==> src/rtl/spi_memory_burst_reader.sv <==
// Sequences one {start_addr, length} read burst through spi_memory_master and
// streams the received bytes out on a valid/ready interface.
module spi_memory_burst_reader #(
  parameter int          ADDR_BYTES   = 3,
  parameter int          LEN_BITS     = 16,
  parameter logic [7:0]  READ_OPCODE  = 8'h0B,
  parameter logic [3:0]  DUMMY_CYCLES = 4'd8,
  parameter int          TIMEOUT_BITS = 12
) (
  input  logic                    main_clock,
  input  logic                    reset_n,
  input  logic                    start,
  input  logic [8*ADDR_BYTES-1:0] start_addr,
  input  logic [LEN_BITS-1:0]     length,
  output logic                    busy,
  output logic                    done,
  output logic                    error,
  output logic [7:0]              out_data,
  output logic                    out_valid,
  input  logic                    out_ready,
  output logic [7:0]              mem_opcode,
  output logic [8*ADDR_BYTES-1:0] mem_addr,
  output logic [3:0]              mem_dummy_cycles,
  output logic [7:0]              mem_write_data,
  output logic                    mem_addr_flag,
  output logic                    mem_opcode_addr_trigger,
  output logic                    mem_data_trigger,
  output logic                    mem_finalize_trigger,
  input  logic                    mem_opcode_addr_completed,
  input  logic                    mem_data_ready,
  input  logic                    mem_data_completed,
  input  logic [7:0]              mem_read_data
);

  typedef enum logic [3:0] {
    S_RECOVER,
    S_IDLE,
    S_CMD_TRIG,
    S_CMD_WAIT,
    S_BYTE_TRIG,
    S_BYTE_ACK,
    S_BYTE_WAIT,
    S_OUT_HOLD,
    S_FIN,
    S_FIN_WAIT,
    S_DONE
  } state_t;

  localparam logic [TIMEOUT_BITS-1:0] WD_MAX      = '1;
  localparam logic [TIMEOUT_BITS-1:0] CNT_ONE     = TIMEOUT_BITS'(1);
  localparam logic [TIMEOUT_BITS-1:0] CNT_TWO     = TIMEOUT_BITS'(2);
  localparam logic [TIMEOUT_BITS-1:0] RECOVER_END = TIMEOUT_BITS'(6);

  state_t                  state, state_next;
  logic [TIMEOUT_BITS-1:0] cnt;
  logic [LEN_BITS-1:0]     remaining;
  logic                    accept, byte_done, consume, timeout, wd_expired;

  assign mem_opcode       = READ_OPCODE;
  assign mem_dummy_cycles = DUMMY_CYCLES;
  assign mem_write_data   = 8'h00;
  assign mem_addr_flag    = 1'b1;

  assign wd_expired = (cnt == WD_MAX);

  // Triggers decode from registered state so they fall to 0 the moment reset asserts.
  // RECOVER keeps phase 0 low so the finalize edge is seen after reset releases.
  assign mem_opcode_addr_trigger = (state == S_CMD_TRIG);
  assign mem_data_trigger        = (state == S_BYTE_TRIG);
  assign mem_finalize_trigger    = (state == S_FIN) ||
                                   ((state == S_RECOVER) && (cnt == CNT_ONE || cnt == CNT_TWO));
  assign busy = (state != S_RECOVER) && (state != S_IDLE);
  assign done = (state == S_DONE);

  always_ff @(posedge main_clock or negedge reset_n) begin
    if (!reset_n) begin
      state <= S_RECOVER;
      cnt   <= '0;
    end else begin
      state <= state_next;
      if (state_next != state)
        cnt <= '0;
      else if (cnt != WD_MAX)
        cnt <= cnt + CNT_ONE;
    end
  end

  always_comb begin
    state_next = state;
    accept     = 1'b0;
    byte_done  = 1'b0;
    consume    = 1'b0;
    timeout    = 1'b0;
    case (state)
      S_RECOVER:   if (cnt == RECOVER_END) state_next = S_IDLE;
      S_IDLE: begin
        if (start) begin
          accept     = 1'b1;
          state_next = (length == '0) ? S_DONE : S_CMD_TRIG;
        end
      end
      S_CMD_TRIG:  if (cnt == CNT_ONE) state_next = S_CMD_WAIT;
      S_CMD_WAIT: begin
        if (mem_opcode_addr_completed) state_next = S_BYTE_TRIG;
        else if (wd_expired) begin
          timeout    = 1'b1;
          state_next = S_FIN;
        end
      end
      S_BYTE_TRIG: if (cnt == CNT_ONE) state_next = S_BYTE_ACK;
      S_BYTE_ACK: begin
        if (!mem_data_ready) state_next = S_BYTE_WAIT;
        else if (wd_expired) begin
          timeout    = 1'b1;
          state_next = S_FIN;
        end
      end
      S_BYTE_WAIT: begin
        if (mem_data_completed) begin
          byte_done  = 1'b1;
          state_next = S_OUT_HOLD;
        end else if (wd_expired) begin
          timeout    = 1'b1;
          state_next = S_FIN;
        end
      end
      // No watchdog here: the consumer may stall indefinitely with CS held low.
      S_OUT_HOLD: begin
        if (out_valid && out_ready) begin
          consume    = 1'b1;
          state_next = (remaining == '0) ? S_FIN : S_BYTE_TRIG;
        end
      end
      S_FIN:       if (cnt == CNT_ONE) state_next = S_FIN_WAIT;
      S_FIN_WAIT: begin
        if (!mem_opcode_addr_completed) state_next = S_DONE;
        else if (wd_expired) begin
          timeout    = 1'b1;
          state_next = S_DONE;
        end
      end
      S_DONE:      state_next = S_IDLE;
      default:     state_next = S_RECOVER;
    endcase
  end

  always_ff @(posedge main_clock or negedge reset_n) begin
    if (!reset_n) begin
      mem_addr  <= '0;
      remaining <= '0;
      out_data  <= 8'h00;
      out_valid <= 1'b0;
      error     <= 1'b0;
    end else begin
      if (accept) begin
        mem_addr  <= start_addr;
        remaining <= length;
        error     <= 1'b0;
      end
      if (byte_done) begin
        out_data  <= mem_read_data;
        out_valid <= 1'b1;
        remaining <= remaining - LEN_BITS'(1);
      end
      if (consume)
        out_valid <= 1'b0;
      if (timeout) begin
        error     <= 1'b1;
        out_valid <= 1'b0;
      end
    end
  end

endmodule

==> config.mk <==
export PLATFORM = sky130hd
export DESIGN_NAME = spi_memory_burst_reader
export DESIGN_NICKNAME = d
export VERILOG_FILES = /design/src/rtl/spi_memory_burst_reader.sv
export SDC_FILE = /design/constraint.sdc
export NUM_CORES = 1
export LEC_CHECK = 0
export CELL_PAD_IN_SITES_DETAIL_PLACEMENT = 1
export CELL_PAD_IN_SITES_GLOBAL_PLACEMENT = 2
export CORE_UTILIZATION = 27
export CTS_BUF_LIST = sky130_fd_sc_hd__clkbuf_16
export CTS_CLUSTER_DIAMETER = 200
export DETAILED_ROUTE_END_ITERATION = 8
export PLACE_DENSITY = 0.8
export SYNTH_ARGS = -nofsm -noshare
export SYNTH_HDL_FRONTEND = slang
export SYNTH_SLANG_ARGS = --single-unit
export TNS_END_PERCENT = 20
==> constraint.sdc <==
create_clock -name main_clock -period 2.6 [get_ports main_clock]
set_input_delay 0.78 -clock main_clock [delete_from_list [all_inputs] [get_ports main_clock]]
set_output_delay 0.78 -clock main_clock [all_outputs]
set_load 0.1 [all_outputs]
### After elaboration in Yosys (flattened, before gate mapping)

Index checks and enable logic that the tools add are counted.

* $mul: 0
* bitwise gates (word level): 0
* mux-type cells: 36
* add/subtract/negate cells: 2
* divide/modulo/power cells: 0
* reductions and logical operators: 13
* shift operators: 0
* magnitude comparators: 0
* eq/ne operators: 17

Operator list (number)
* $mux W4: 14
* $pmux W4 S11: 1
* $logic_not A16 Y1: 2
* $mux W16: 2
* $mux W12: 2
* $eq A4 B3 Y1 const B: 4
* $mux W1: 16
* $sub A16 B1 Y16 const B: 1
* $add A12 B1 Y12 const B: 1
* $eq A12 B1 Y1 const B: 1
* $eq A12 B12 Y1 const B: 1
* $eq A12 B2 Y1 const B: 1
* $eq A12 B3 Y1 const B: 1
* $eq A4 B4 Y1 const B: 3
* $ne A12 B12 Y1 const B: 1
* $eq A4 B2 Y1 const B: 2
* $reduce_bool A2 Y1: 3
* $eq A4 B1 Y1 const B: 1
* $logic_not A4 Y1: 1
* $ne A4 B1 Y1 const B: 1
* $ne A4 B4 Y1: 1
* $pmux W1 S4: 1
* $reduce_bool A4 Y1: 1
* $logic_and A1 B1 Y1: 3
* 2 further kinds: 3

* input bits: 55
* bits in latches: 0
* memory bits (writable): 0
* output and inout bits: 60
* memories kept: 0
* register bits after elaboration: 66
* bits in read-only memories: 0
* logic and storage cells: 75

### Depth between registers and ports, before layout

* depth in word-level cells: 6
* mapped depth: 9
* mapped depth without buffers: 8

### Worst setup path after synthesis

No wires, ideal clock.

* path type: register to output
* start: register state[2]
* end: output port mem_opcode_addr_trigger
* arrival time: 4.006 ns
* stages on the path, launching flop included: 5
* slack: -2.186 ns
* cells stage by stage: dfrtp_1 > buf_2 > buf_2 > clkbuf_1 > nor4b_1

* longest elaborated chain between the ends: 1

RTL lines
* start: declaration: RTL line 54 `state_t state, state_next;`
* start signal: assignment: RTL line 80 `state <= state_next;`
* $eq A4 B2 Y1: RTL line 68 `assign mem_opcode_addr_trigger = (state == S_CMD_TRIG);`
* end: declaration: RTL line 26 `output logic mem_opcode_addr_trigger,`

No other way between the ends.

### Final worst setup path

* start: register cnt[9]
* end: output port mem_finalize_trigger

* longest elaborated chain between the ends: 4
* elaborated cells on any way between the ends: 5

RTL lines
* start: declaration: RTL line 55 `logic [TIMEOUT_BITS-1:0] cnt;`
* start signal: assignment: RTL line 84 `cnt <= cnt + CNT_ONE;`
* $eq A12 B1 Y1 or $eq A12 B2 Y1 (tied branches): RTL line 71 `((state == S_RECOVER) && (cnt == CNT_ONE || cnt == CNT_TWO));`
* $logic_or A1 B1 Y1 (*): RTL line 71
* $logic_and A1 B1 Y1 (*): RTL line 71
* $logic_or A1 B1 Y1 (*): RTL line 70 `assign mem_finalize_trigger = (state == S_FIN) ||`
* end: declaration: RTL line 28 `output logic mem_finalize_trigger,`

Every way passes the cells marked *; elsewhere a longest branch is shown, timed or not.

==> reports/results.tsv <==
metric	value	unit
status	completed	
Clock Sinks	66	
Total Routing Usage GR	15.61	%
Root Buffer	clkbuf_16	
DRT Pass-1 Iters	4	
Final setup viols	0	
predominant post-synthesis flop cell	dfrtp_1	
first-pass GRT wire length	17860	µm
Hold/Removal Path Class	primary input to async pin	
Max Clk Rate	397.3	MHz
PnR worst setup slack	0.08296	ns
area grow syn2layout	39.58	%
area share of and/or/nand/nor cells after synthesis	29.27	%
GPL Wtd Cong	0.7479	
Final Util	38.95	%
Initial DRC Count	112	
Synth async-reset ratio	100.0	%
mux cell area share after synthesis	1.071	%
post-synthesis compound-gate area fraction	13.18	%
Hold Slack	0.3871	ns
CP required	1.82	ns
Leakage Power	2.409	nW
die span in y	119.7	µm
startpoint types	flop	
Slew headroom	52.78	%
Worst Skew	0.004906	ns
Setup crit end kind	output pin	
synthesized cell area	0.003740	mm²
post-route cell area	0.005220	mm²
CP Class	flop to output pin	
WL final	10720	µm
largest family of logic cells by synthesized area	simple AND/OR/NAND/NOR gates	
CTS tree	done	
htree depth	3	
worst vdd ir	0.6208	mV
Routed Antenna Nets	0	
diode count	0	
Starting Density	27.91	%
Nets	602	
Skew-Pair Late Insertion Delay	0.32	ns
pre-CTS WS	-0.1059	ns
post-synth cell types	52	
Filler cells	1571	
share of cells above drive strength 1	18.46	%
Slew @ Worst Pin	0.7029	ns
Seq cells post-synth	66	
IO Pins	115	
initial antenna violation count	0	
DRC Markers	0	
sequential area share after synthesis	44.16	%
worst-path fanout max	4	
Synth Instances	439	
Mean Syn Cell Area	8.519	µm²
crit path time final	2.517	ns
Final Hold Vio Count	0	
largest net degree at the start of global routing	39	
period utilization	96.81	%
DP Area	0.004893	mm²
post-detail-place hpwl	7848	µm
number of cell rows	42	
# Max-Cap Violations	0	
drt wl/cell	14.82	µm
Buffers on Ports	93	
Vias	3436	
Synth Warn #	0	
vias in the first global route	3523	
RSZ-0062 raised after global routing	false	
CTS clk-pin slew, worst paths	0.06	ns
setup tns final	0	ns
Clock Path Buffers	2	
die area	0.01433	mm²
Post-synth EDFFs	0	
Vias/cell	4.752	
die width	119.7	µm
Synth Area in Adders	1.940	%
CTS Buf Count	9	
remaining global-route overflow	0	
XOR/XNOR Fraction of Synth Area	2.108	%
pwr dens	1373	mW/mm²
max-slew violation count	0	
core area	0.01340	mm²
WP data arrival	1.74	ns
## routing by layer
metal / vias up / track usage [%] / share of wire, %
li1: 1677 / - / -
met1: 1672 / 21.68 / 49
met2: 73 / 24.39 / 46
met3: 14 / 3.184 / 3.9
met4: 0 / 4.609 / 1.4
met5: - / 0 / 0
## final timing paths
| check | depth (start not counted) | start | endpoint | slack [ns] |
|---|---|---|---|---|
| max reg2reg | 8 | state[0]$_DFF_PN0_ | cnt[11]$_DFFE_PN0P_ | 0.35 |
| max in group asynchronous | 2 | reset_n | mem_addr[12]$_DFFE_PN0P_ | 1.62 |
| min in group main_clock | 2 | out_data[4]$_DFFE_PN0P_ | out_data[4]$_DFFE_PN0P_ | 0.47 |
| min | 1 | reset_n | out_data[3]$_DFFE_PN0P_ | 0.39 |
| max | 5 | cnt[9]$_DFFE_PN0P_ | mem_finalize_trigger | 0.08 |
| min reg2reg | 2 | out_data[4]$_DFFE_PN0P_ | out_data[4]$_DFFE_PN0P_ | 0.47 |
## sequential cells by signal, indices dropped and copies added, names as in the netlist
register	flops
cnt	12
error	1
mem_addr	24
out_data	8
out_valid	1
remaining	16
state	4
## report_power, final
part | switching (mW) | total [mW] | internal, mW
logic | 3.03 | 4.12 | 1.09
clock network | 0.427 | 1.26 | 0.830
registers | 0.366 | 1.79 | 1.43
## synth_stat cells (all sizes together), types with 5 or more instances
cell | n | area [µm²]
o211ai | 6 | 45.04
nand4 | 5 | 31.28
a211oi | 6 | 55.05
nor2 | 32 | 122.6
clkbuf | 11 | 41.29
nand2 | 120 | 450.4
inv | 8 | 30.03
buf | 35 | 230.2
o21ai | 14 | 70.07
ha | 5 | 62.56
nor2b | 5 | 31.28
a21oi | 15 | 75.07
xor2 | 5 | 43.79
nor4 | 5 | 31.28
dfrtp | 66 | 1652
nor3 | 21 | 150.2
a311oi | 5 | 43.79
nand3 | 15 | 75.07
and3 | 5 | 31.28
## cell usage in the layout (no fill, tap or decap), drive strengths merged, types with 9 or more instances in the layout
master | synthesis | layout
o21ai | 14 | 14
nor3 | 21 | 21
conb | 2 | 21
a21oi | 15 | 15
nand2 | 120 | 120
nor2 | 32 | 32
clkdlybuf4s50 | 0 | 53
clkbuf | 11 | 9
inv | 8 | 10
dfrtp | 66 | 66
buf | 35 | 66
nand3 | 15 | 15
## final cells by class
class | instances | area [µm²] | share of cell area, %
clock buffer | 9 | 225.2 | 4.314
clock inverter | 7 | 86.33 | 1.654
inverter | 8 | 30.03 | 0.5753
multi-input combinational | 338 | 1881 | 36.03
sequential | 66 | 1654 | 31.69
tap | 176 | 220.2 | 4.219
timing repair buffer | 119 | 1124 | 21.52
## logic make-up after synthesis
kind of cell               after synthesis
and+or+nand+nor                        230
AOI/OAI and AO/OA                       68
DFF                                     66
buffers and inverters                   54
xor gates and xnor gates                 9
adders and majority gates                6
muxes                                    4
other                                    2
## worst max-delay path: stages, from the launching register on
cell and delay, ns:
dfrtp_1 0.42, nor4_1 0.28, nand3_1 0.17, nor3_2 0.14
o211a_1 0.21, buf_12 0.19
## repair_timing
item                                   4_1_cts  5_1_grt
endpoints found under the hold margin        0        0
pin swaps                                    1        3
hold buffers                                 0        0
setup endpoints to repair                    1        2
resized for setup                            0        3
setup buffers                                0        1
## metrics by stage
stage | std cells | total power, mW
after detailed placement | 706 | 5.925
final | 723 | 7.165
after global placement | 706 | 5.847
after global routing | 723 | 7.561
after CTS | 722 | 7.218
after floorplan | 458 | 4.883
Note: power is estimated with default switching activity, not from simulation.
